## config.mk

```make
export PLATFORM = sky130hd
export DESIGN_NAME = color_mode_select_flat
export DESIGN_NICKNAME = d
export VERILOG_FILES = /design/src/rtl/color_mode_select_pkg.sv /design/src/rtl/color_mode_select_if.sv /design/src/rtl/color_mode_select_btn_debounce.sv /design/src/rtl/color_mode_select.sv /design/src/flat_wrapper.sv
export SDC_FILE = /design/constraint.sdc
export NUM_CORES = 1
export LEC_CHECK = 0
export CORE_MARGIN = 2
export CORE_UTILIZATION = 25
export CTS_CLUSTER_DIAMETER = 120
export DETAILED_ROUTE_END_ITERATION = 7
export GPL_TIMING_DRIVEN = 0
export PLACE_DENSITY_LB_ADDON = 0.12
export SYNTH_ARGS = -nofsm -noshare
export SYNTH_HDL_FRONTEND = slang
export SYNTH_SLANG_ARGS = --single-unit
export TNS_END_PERCENT = 100
```

## constraint.sdc

```tcl
create_clock -name clk -period 2.8 [get_ports clk]
set_input_delay 0.28 -clock clk [delete_from_list [all_inputs] [get_ports clk]]
set_output_delay 0.28 -clock clk [all_outputs]
set_load 0.1 [all_outputs]
```

## src/rtl/color_mode_select_pkg.sv

```systemverilog
// -----------------------------------------------------------------------------
// color_mode_select_pkg
//   Shared definitions for the front-panel colour chooser.
//   - Palette codes. The RGB PWM/blink driver uses the same numbering:
//     0 = maroon .. 12 = silver, and 13 = off.
//   - Default palette size.
//   - Chooser FSM state encoding.
//   - Helpers that step the browse index with wrap-around.
// -----------------------------------------------------------------------------
package color_mode_select_pkg;

    localparam logic [3:0] C_MAROON = 4'd0;
    localparam logic [3:0] C_SILVER = 4'd12;
    localparam logic [3:0] C_OFF    = 4'd13;

    localparam int NUM_COLORS_DEF = 13;

    typedef enum logic [1:0] {
        S_DIS     = 2'd0,
        S_BROWSE  = 2'd1,
        S_CONFIRM = 2'd2
    } state_t;

    // Forward step. Any index at or beyond the last code wraps to 0,
    // so a code outside the palette can never be produced.
    function automatic logic [3:0] idx_next(input logic [3:0] idx, input logic [3:0] last);
        return (idx >= last) ? 4'd0 : idx + 4'd1;
    endfunction

    // Backward step. 0 wraps to the last palette code.
    function automatic logic [3:0] idx_prev(input logic [3:0] idx, input logic [3:0] last);
        return (idx == 4'd0) ? last : idx - 4'd1;
    endfunction

endpackage

```

## src/rtl/color_mode_select_if.sv

```systemverilog
// -----------------------------------------------------------------------------
// color_mode_select_if
//   Front-panel bundle between the buttons/driver side and the colour chooser.
//
//   Signals:
//     en            - block enable (shared with the RGB driver)
//     btn_next_raw  - raw "next colour" button
//     btn_prev_raw  - raw "previous colour" button
//     btn_sel_raw   - raw "confirm" button
//     cmode_colorch - browsed palette code, to the driver
//     cmode_btn0    - confirm strobe, to the driver
//     active_color  - last confirmed code, for the status display
//
//   Modports:
//     master - panel/driver side
//     slave  - the chooser
// -----------------------------------------------------------------------------
interface color_mode_select_if;
    logic       en;
    logic       btn_next_raw;
    logic       btn_prev_raw;
    logic       btn_sel_raw;
    logic [3:0] cmode_colorch;
    logic       cmode_btn0;
    logic [3:0] active_color;

    modport master (
        output en, btn_next_raw, btn_prev_raw, btn_sel_raw,
        input  cmode_colorch, cmode_btn0, active_color
    );

    modport slave (
        input  en, btn_next_raw, btn_prev_raw, btn_sel_raw,
        output cmode_colorch, cmode_btn0, active_color
    );
endinterface

```

## src/rtl/color_mode_select_btn_debounce.sv

```systemverilog
// -----------------------------------------------------------------------------
// btn_debounce
//   Cleans up one raw push-button.
//   Signal path: 2-FF synchroniser -> stability counter -> debounced level.
//   A press also produces a one-cycle rise_pulse. A release produces no pulse.
//
//   Ports:
//     clk        - system clock
//     nrst       - asynchronous active-low reset
//     raw        - asynchronous button input
//     level      - debounced button level
//     rise_pulse - one-cycle pulse, high in the cycle after level rises
//
//   Latency: a press stable from just after edge 0 makes rise_pulse and level
//   rise after edge 2 + DEBOUNCE_CYCLES.
// -----------------------------------------------------------------------------
module btn_debounce #(
    parameter int DEBOUNCE_CYCLES = 1_000_000
) (
    input  logic clk,
    input  logic nrst,
    input  logic raw,
    output logic level,
    output logic rise_pulse
);

    localparam int CNT_W = (DEBOUNCE_CYCLES > 1) ? $clog2(DEBOUNCE_CYCLES) : 1;
    localparam logic [CNT_W-1:0] CNT_LAST = CNT_W'(DEBOUNCE_CYCLES - 1);

    logic             sync_p0;
    logic             sync_p1;
    logic [CNT_W-1:0] cnt;

    always_ff @(posedge clk or negedge nrst) begin
        if (!nrst) begin
            sync_p0    <= 1'b0;
            sync_p1    <= 1'b0;
            cnt        <= '0;
            level      <= 1'b0;
            rise_pulse <= 1'b0;
        end else begin
            // ---- synchroniser stages ----
            sync_p0    <= raw;
            sync_p1    <= sync_p0;
            rise_pulse <= 1'b0;
            // ---- stability counter ----
            // cnt only advances while the synced input disagrees with level.
            // Any bounce back to the current level restarts the count.
            if (sync_p1 == level) begin
                cnt <= '0;
            end else if (cnt == CNT_LAST) begin
                cnt        <= '0;
                level      <= sync_p1;
                rise_pulse <= sync_p1;
            end else begin
                cnt <= cnt + 1'b1;
            end
        end
    end

endmodule

```

## src/rtl/color_mode_select.sv

```systemverilog
// -----------------------------------------------------------------------------
// color_mode_select
//   Front-panel colour chooser that feeds the RGB PWM/blink driver.
//   - Debounces the next/prev/sel buttons.
//   - Browses the palette index with wrap-around.
//   - A confirm press issues a CONFIRM_CYCLES-wide strobe on cmode_btn0.
//     The chosen code is held on cmode_colorch during the strobe.
//
//   Ports:
//     clk  - system clock
//     nrst - asynchronous active-low reset
//     bus  - color_mode_select_if.slave
//            inputs:  en, btn_next_raw, btn_prev_raw, btn_sel_raw
//            outputs: cmode_colorch, cmode_btn0, active_color (all registered)
// -----------------------------------------------------------------------------
module color_mode_select
    import color_mode_select_pkg::*;
#(
    parameter int DEBOUNCE_CYCLES = 1_000_000,
    parameter int CONFIRM_CYCLES  = 1,
    parameter int NUM_COLORS      = NUM_COLORS_DEF
) (
    input  logic                  clk,
    input  logic                  nrst,
    color_mode_select_if.slave    bus
);

    localparam logic [3:0] LAST_IDX = 4'(NUM_COLORS - 1);
    localparam int SC_W = (CONFIRM_CYCLES > 1) ? $clog2(CONFIRM_CYCLES) : 1;
    localparam logic [SC_W-1:0] SC_LAST = SC_W'(CONFIRM_CYCLES - 1);

    logic next_pulse;
    logic prev_pulse;
    logic sel_pulse;
    // Only the press edges drive the FSM; the debounced levels are not needed.
    logic [2:0] level_unused;

    state_t          state_q,   state_d;
    logic [3:0]      colorch_q, colorch_d;
    logic            btn0_q,    btn0_d;
    logic [3:0]      active_q,  active_d;
    logic [SC_W-1:0] scnt_q,    scnt_d;

    btn_debounce #(.DEBOUNCE_CYCLES(DEBOUNCE_CYCLES)) u_db_next (
        .clk        (clk),
        .nrst       (nrst),
        .raw        (bus.btn_next_raw),
        .level      (level_unused[0]),
        .rise_pulse (next_pulse)
    );

    btn_debounce #(.DEBOUNCE_CYCLES(DEBOUNCE_CYCLES)) u_db_prev (
        .clk        (clk),
        .nrst       (nrst),
        .raw        (bus.btn_prev_raw),
        .level      (level_unused[1]),
        .rise_pulse (prev_pulse)
    );

    btn_debounce #(.DEBOUNCE_CYCLES(DEBOUNCE_CYCLES)) u_db_sel (
        .clk        (clk),
        .nrst       (nrst),
        .raw        (bus.btn_sel_raw),
        .level      (level_unused[2]),
        .rise_pulse (sel_pulse)
    );

    always_ff @(posedge clk or negedge nrst) begin
        if (!nrst) begin
            state_q   <= S_DIS;
            colorch_q <= C_MAROON;
            btn0_q    <= 1'b0;
            active_q  <= C_MAROON;
            scnt_q    <= '0;
        end else begin
            state_q   <= state_d;
            colorch_q <= colorch_d;
            btn0_q    <= btn0_d;
            active_q  <= active_d;
            scnt_q    <= scnt_d;
        end
    end

    always_comb begin
        state_d   = state_q;
        colorch_d = colorch_q;
        btn0_d    = btn0_q;
        active_d  = active_q;
        scnt_d    = scnt_q;

        // Dropping en wins from any state and aborts a strobe at once.
        // active_color is kept for the status display.
        if (!bus.en) begin
            state_d   = S_DIS;
            colorch_d = C_MAROON;
            btn0_d    = 1'b0;
            scnt_d    = '0;
        end else begin
            case (state_q)
                S_DIS: begin
                    // The driver also restarts at maroon when enabled.
                    state_d   = S_BROWSE;
                    colorch_d = C_MAROON;
                    btn0_d    = 1'b0;
                    scnt_d    = '0;
                end
                S_BROWSE: begin
                    // sel outranks next/prev in the same cycle.
                    // next and prev together cancel out.
                    if (sel_pulse) begin
                        state_d  = S_CONFIRM;
                        btn0_d   = 1'b1;
                        active_d = colorch_q;
                        scnt_d   = '0;
                    end else if (next_pulse && !prev_pulse) begin
                        colorch_d = idx_next(colorch_q, LAST_IDX);
                    end else if (prev_pulse && !next_pulse) begin
                        colorch_d = idx_prev(colorch_q, LAST_IDX);
                    end
                end
                S_CONFIRM: begin
                    // Button pulses arriving here are dropped, not queued.
                    if (scnt_q == SC_LAST) begin
                        state_d = S_BROWSE;
                        btn0_d  = 1'b0;
                        scnt_d  = '0;
                    end else begin
                        scnt_d = scnt_q + 1'b1;
                    end
                end
                default: begin
                    state_d   = S_DIS;
                    colorch_d = C_MAROON;
                    btn0_d    = 1'b0;
                    scnt_d    = '0;
                end
            endcase
        end
    end

    assign bus.cmode_colorch = colorch_q;
    assign bus.cmode_btn0    = btn0_q;
    assign bus.active_color  = active_q;

endmodule
```

## src/flat_wrapper.sv

```systemverilog
// flat-port wrapper written by rule: the top's interface ports become plain ports
module color_mode_select_flat import color_mode_select_pkg::*;
#(
    parameter int DEBOUNCE_CYCLES = 1_000_000,
    parameter int CONFIRM_CYCLES  = 1,
    parameter int NUM_COLORS      = NUM_COLORS_DEF
)
  (clk, nrst, bus_en, bus_btn_next_raw, bus_btn_prev_raw, bus_btn_sel_raw, bus_cmode_colorch, bus_cmode_btn0, bus_active_color);
  color_mode_select_if bus_i ();
  input  logic clk;
  input  logic nrst;
  input wire logic [$bits(bus_i.en)-1:0] bus_en;
  input wire logic [$bits(bus_i.btn_next_raw)-1:0] bus_btn_next_raw;
  input wire logic [$bits(bus_i.btn_prev_raw)-1:0] bus_btn_prev_raw;
  input wire logic [$bits(bus_i.btn_sel_raw)-1:0] bus_btn_sel_raw;
  output wire logic [$bits(bus_i.cmode_colorch)-1:0] bus_cmode_colorch;
  output wire logic [$bits(bus_i.cmode_btn0)-1:0] bus_cmode_btn0;
  output wire logic [$bits(bus_i.active_color)-1:0] bus_active_color;
  assign bus_i.en = bus_en;
  assign bus_i.btn_next_raw = bus_btn_next_raw;
  assign bus_i.btn_prev_raw = bus_btn_prev_raw;
  assign bus_i.btn_sel_raw = bus_btn_sel_raw;
  assign bus_cmode_colorch = bus_i.cmode_colorch;
  assign bus_cmode_btn0 = bus_i.cmode_btn0;
  assign bus_active_color = bus_i.active_color;
  color_mode_select #(.DEBOUNCE_CYCLES(DEBOUNCE_CYCLES), .CONFIRM_CYCLES(CONFIRM_CYCLES), .NUM_COLORS(NUM_COLORS)) u_core (.clk(clk), .nrst(nrst), .bus(bus_i));
endmodule
```

==> out/qor.json <==
{
  "run_status": {"value": "complete, no violations"},
  "final_count_of_hold_timing_violations": {"value": 0},
  "numCtsBuffers": {"value": 9},
  "placement_rows": {"value": 45},
  "instances_no_fill": {"value": 643},
  "worst_ep_arrival_time": {"value": 2010, "unit": "ps"},
  "filler_cell_count": {"value": 1630},
  "fin_worst_skew": {"value": 3.79, "unit": "ps"},
  "maximum_number_of_pins_on_one_net_before_global_route_repair": {"value": 69},
  "synthesis.nets": {"value": 412},
  "die_width": {"value": 129, "unit": "um"},
  "worst_setup_path_start_kind": {"value": "register"},
  "num_antenna_cells": {"value": 0},
  "slew-limit-headroom": {"value": 35.1, "unit": "%"},
  "postRouteWirelength": {"value": 8040, "unit": "um"},
  "most_used_standard_cell_by_instance_count_after_synthesis": {"value": "sky130_fd_sc_hd__dfrtp_1"},
  "cts.repair.resized": {"value": 0},
  "path_cells": {"value": "clkdlybuf4s50_1"},
  "post_cts_buffers": {"value": 0},
  "ys_async_sr_fraction": {"value": 100, "unit": "%"},
  "dr.pass1.iters": {"value": 4},
  "number_of_buffers_between_clock_root_and_the_deepest_sink": {"value": 2},
  "rsz0062_at_grt": {"value": "false"},
  "overflow": {"value": 0},
  "post_drt_wl_per_cell": {"value": 12.5, "unit": "um"},
  "cts.reportedPaths.clkPinSlew": {"value": 60, "unit": "ps"},
  "final_layout_size_suffix_gt1_share": {"value": 6.71, "unit": "%"},
  "grt.total_usage": {"value": 11.0, "unit": "%"},
  "signed_area_change_from_the_synthesized_netlist_to_the_final_layout": {"value": 18.9, "unit": "%"},
  "timing_worst_setup_path_type": {"value": "reg -> out"},
  "critical-path-top-delay-family": {"value": "buffers and inverters"},
  "whs": {"value": 346, "unit": "ps"},
  "post-dp-hpwl": {"value": 5380, "unit": "um"},
  "max_freq": {"value": 436, "unit": "MHz"},
  "number_of_nets_in_the_finished_design": {"value": 439},
  "reg2reg_setup_slack": {"value": 650, "unit": "ps"},
  "vias": {"value": 2914},
  "required_arrival_time_at_the_worst_endpoint": {"value": 2520, "unit": "ps"},
  "netlist_top_cells_area": {"value": "sky130_fd_sc_hd__dfrtp_1, sky130_fd_sc_hd__xor2_1, sky130_fd_sc_hd__nor2_1, sky130_fd_sc_hd__a21oi_1, sky130_fd_sc_hd__o21ai_0"},
  "worst-r2r-cell-count": {"value": 6},
  "crit_buf_inv": {"value": 1},
  "ir_drop": {"value": 0.000393, "unit": "V"},
  "antenna_found_initial": {"value": 0},
  "clk_latency": {"value": 340, "unit": "ps"},
  "clock_tree_from_tritoncts": {"value": "done"},
  "ys.flop_type": {"value": "sky130_fd_sc_hd__dfrtp_1"},
  "cpMaxStageDelayCell": {"value": "sky130_fd_sc_hd__clkdlybuf4s50_1"},
  "placedCellCount": {"value": 626},
  "numClockSinks": {"value": 82},
  "hp-class": {"value": "in -> async"},
  "die-height": {"value": 129, "unit": "um"},
  "fp.dieArea": {"value": 16800, "unit": "um2"},
  "h-tree-depth": {"value": 3},
  "number_of_antenna_violating_nets_in_the_routed_design": {"value": 0},
  "critPathMaxStageDelay": {"value": 1190, "unit": "ps"},
  "worst-path-max-fanout": {"value": 8},
  "syn_area_per_cell": {"value": 9.83, "unit": "um2"},
  "worst_setup_path_end_kind": {"value": "output port"},
  "maxCapViolations": {"value": 0},
  "setup_viol_count_final": {"value": 0},
  "grt_pass1_wl": {"value": 14400, "unit": "um"},
  "num_io_pins": {"value": 15},
  "finalWeightedCongestion": {"value": 0.726},
  "synth_cells": {"value": 400},
  "final_period_demand_of_the_worst_path": {"value": 2290, "unit": "ps"},
  "first_global_vias": {"value": 2905},
  "worstReg2RegEnd": {"value": "u_core.u_db_prev.cnt[18]$_DFF_PN0_"},
  "power.leakage": {"value": 0.00190, "unit": "uW"},
  "postSynthRegisterBits": {"value": 82},
  "synth_top_cell_by_area": {"value": "sky130_fd_sc_hd__dfrtp_1"},
  "finalMaxSlewViolations": {"value": 0},
  "yosys-top-cells-count": {"value": "sky130_fd_sc_hd__dfrtp_1, sky130_fd_sc_hd__nor2_1, sky130_fd_sc_hd__a21oi_1, sky130_fd_sc_hd__nand2_1, sky130_fd_sc_hd__xor2_1"},
  "timing.rr.start": {"value": "u_core.u_db_prev.cnt[0]$_DFF_PN0_"},
  "avgViaCountPerCell": {"value": 4.53},
  "yosys.cell_types.count": {"value": 38},
  "power.density": {"value": 533, "unit": "nW/um2"},
  "syn-cell-area": {"value": 3930, "unit": "um2"},
  "core": {"value": 15300, "unit": "um2"},
  "synth-seq-area-share": {"value": 52.2, "unit": "%"},
  "timing_worst_slew_pin_value": {"value": 971, "unit": "ps"},
  "synth_enable_flop_cells": {"value": 0},
  "io_buffer_count": {"value": 14},
  "dr.first_iter.drc_count": {"value": 197},
  "yosysWarningCount": {"value": 0},
  "fin_crit_sh": {"value": 81.9, "unit": "%"},
  "synth_top_area_share": {"value": 52.2, "unit": "%"},
  "root_buffer_cell": {"value": "sky130_fd_sc_hd__clkbuf_16"},
  "cts_hold_repair.buffers": {"value": 1},
  "start_util": {"value": 25.7, "unit": "%"},
  "drt_drc_violations_left": {"value": 0}
}
-- per-layer routing --
| metal | vias to the layer above | track usage [%] | part of all wire [%] |
|---|---|---|---|
| li1 | 1468 | - | - |
| met1 | 1405 | 14.5 | 50 |
| met2 | 30 | 16.8 | 45 |
| met3 | 11 | 4.00 | 3.9 |
| met4 | 0 | 3.80 | 1.4 |
| met5 | - | 0 | 0 |
-- kinds of logic (layout without fill, tap and decap cells) --
group / Yosys count / in the layout / share of synthesized area [%]
simple gates: 177 / 177 / 24.3
compound gates: 64 / 64 / 9.16
fa+ha+maj: 6 / 6 / 1.91
buf+inv: 30 / 62 / 2.99
flops: 82 / 82 / 52.2
xor+xnor: 36 / 36 / 8.02
mux: 5 / 5 / 1.43
-- flip-flops by register name, indices dropped and copies added, names as in the netlist, 4 cells and up --
register,count
u_core.bus.active_color,4
u_core.bus.cmode_colorch,4
u_core.u_db_next.cnt,20
u_core.u_db_prev.cnt,20
u_core.u_db_sel.cnt,20
-- area by class of cell --
cell class	count	area, um2	share of cell area (%)
buffer	15	61.3	1.31
clock buffer	15	298	6.37
clock inverter	1	5.00	0.107
inverter	15	56.3	1.20
multi-input combinational	288	1760	37.7
sequential	82	2050	43.9
tap	211	264	5.65
timing repair buffer	16	175	3.75
-- worst max path at each step --
stage,startpoint,to,depth (start not counted)
CTS,u_core.bus.cmode_colorch[1]$_DFFE_PN0P_,bus_cmode_colorch[1],1
global route,u_core.bus.cmode_colorch[1]$_DFFE_PN0P_,bus_cmode_colorch[1],1
detailed placement,u_core.u_db_prev.cnt[0]$_DFF_PN0_,u_core.u_db_prev.cnt[18]$_DFF_PN0_,6
global placement,nrst,u_core.u_db_sel.cnt[0]$_DFF_PN0_,1
floorplan,u_core.bus.cmode_colorch[0]$_DFFE_PN0P_,u_core.bus.cmode_colorch[0]$_DFFE_PN0P_,6
finish,u_core.bus.cmode_colorch[1]$_DFFE_PN0P_,bus_cmode_colorch[1],1
-- stage by stage --
| stage | util (%) | cell area, um2 | setup slack, ps | total power (uW) | setup TNS (ps) |
|---|---|---|---|---|---|
| global placement | 28.3 | 4340 | -1780 | 1320 | -145660 |
| global route | 30.5 | 4680 | 454 | 2620 | 0 |
| detailed placement | 28.5 | 4360 | 638 | 1320 | 0 |
| finish | 30.5 | 4680 | 507 | 2490 | 0 |
| floorplan | - | 3930 | 488 | 1270 | 0 |
| CTS | 30.5 | 4680 | 485 | 2550 | 0 |
-- placed cells by master, fill, tap and decap left out, types with 11 or more instances in the layout --
cell type,n
sky130_fd_sc_hd__nor2_1,44
sky130_fd_sc_hd__dfrtp_1,82
sky130_fd_sc_hd__nand3_1,21
sky130_fd_sc_hd__a21oi_1,26
sky130_fd_sc_hd__xnor2_1,11
sky130_fd_sc_hd__or4_1,11
sky130_fd_sc_hd__o21ai_0,22
sky130_fd_sc_hd__xor2_1,25
sky130_fd_sc_hd__or3_1,15
sky130_fd_sc_hd__nand2_1,26
sky130_fd_sc_hd__clkdlybuf4s50_1,13
sky130_fd_sc_hd__nand4_1,16
sky130_fd_sc_hd__clkbuf_1,12
sky130_fd_sc_hd__inv_1,15
-- where the power goes --
| group | total [uW] | switching (uW) | internal (uW) | leakage [uW] |
|---|---|---|---|---|
| registers | 1220 | 14.6 | 1200 | 0.00112 |
| logic | 82.9 | 55.8 | 27.1 | 0.000627 |
| clock network | 1190 | 473 | 722 | 0.000152 |
| total | 2490 | 543 | 1950 | 0.00190 |
Power figures use the tool's default switching activity.
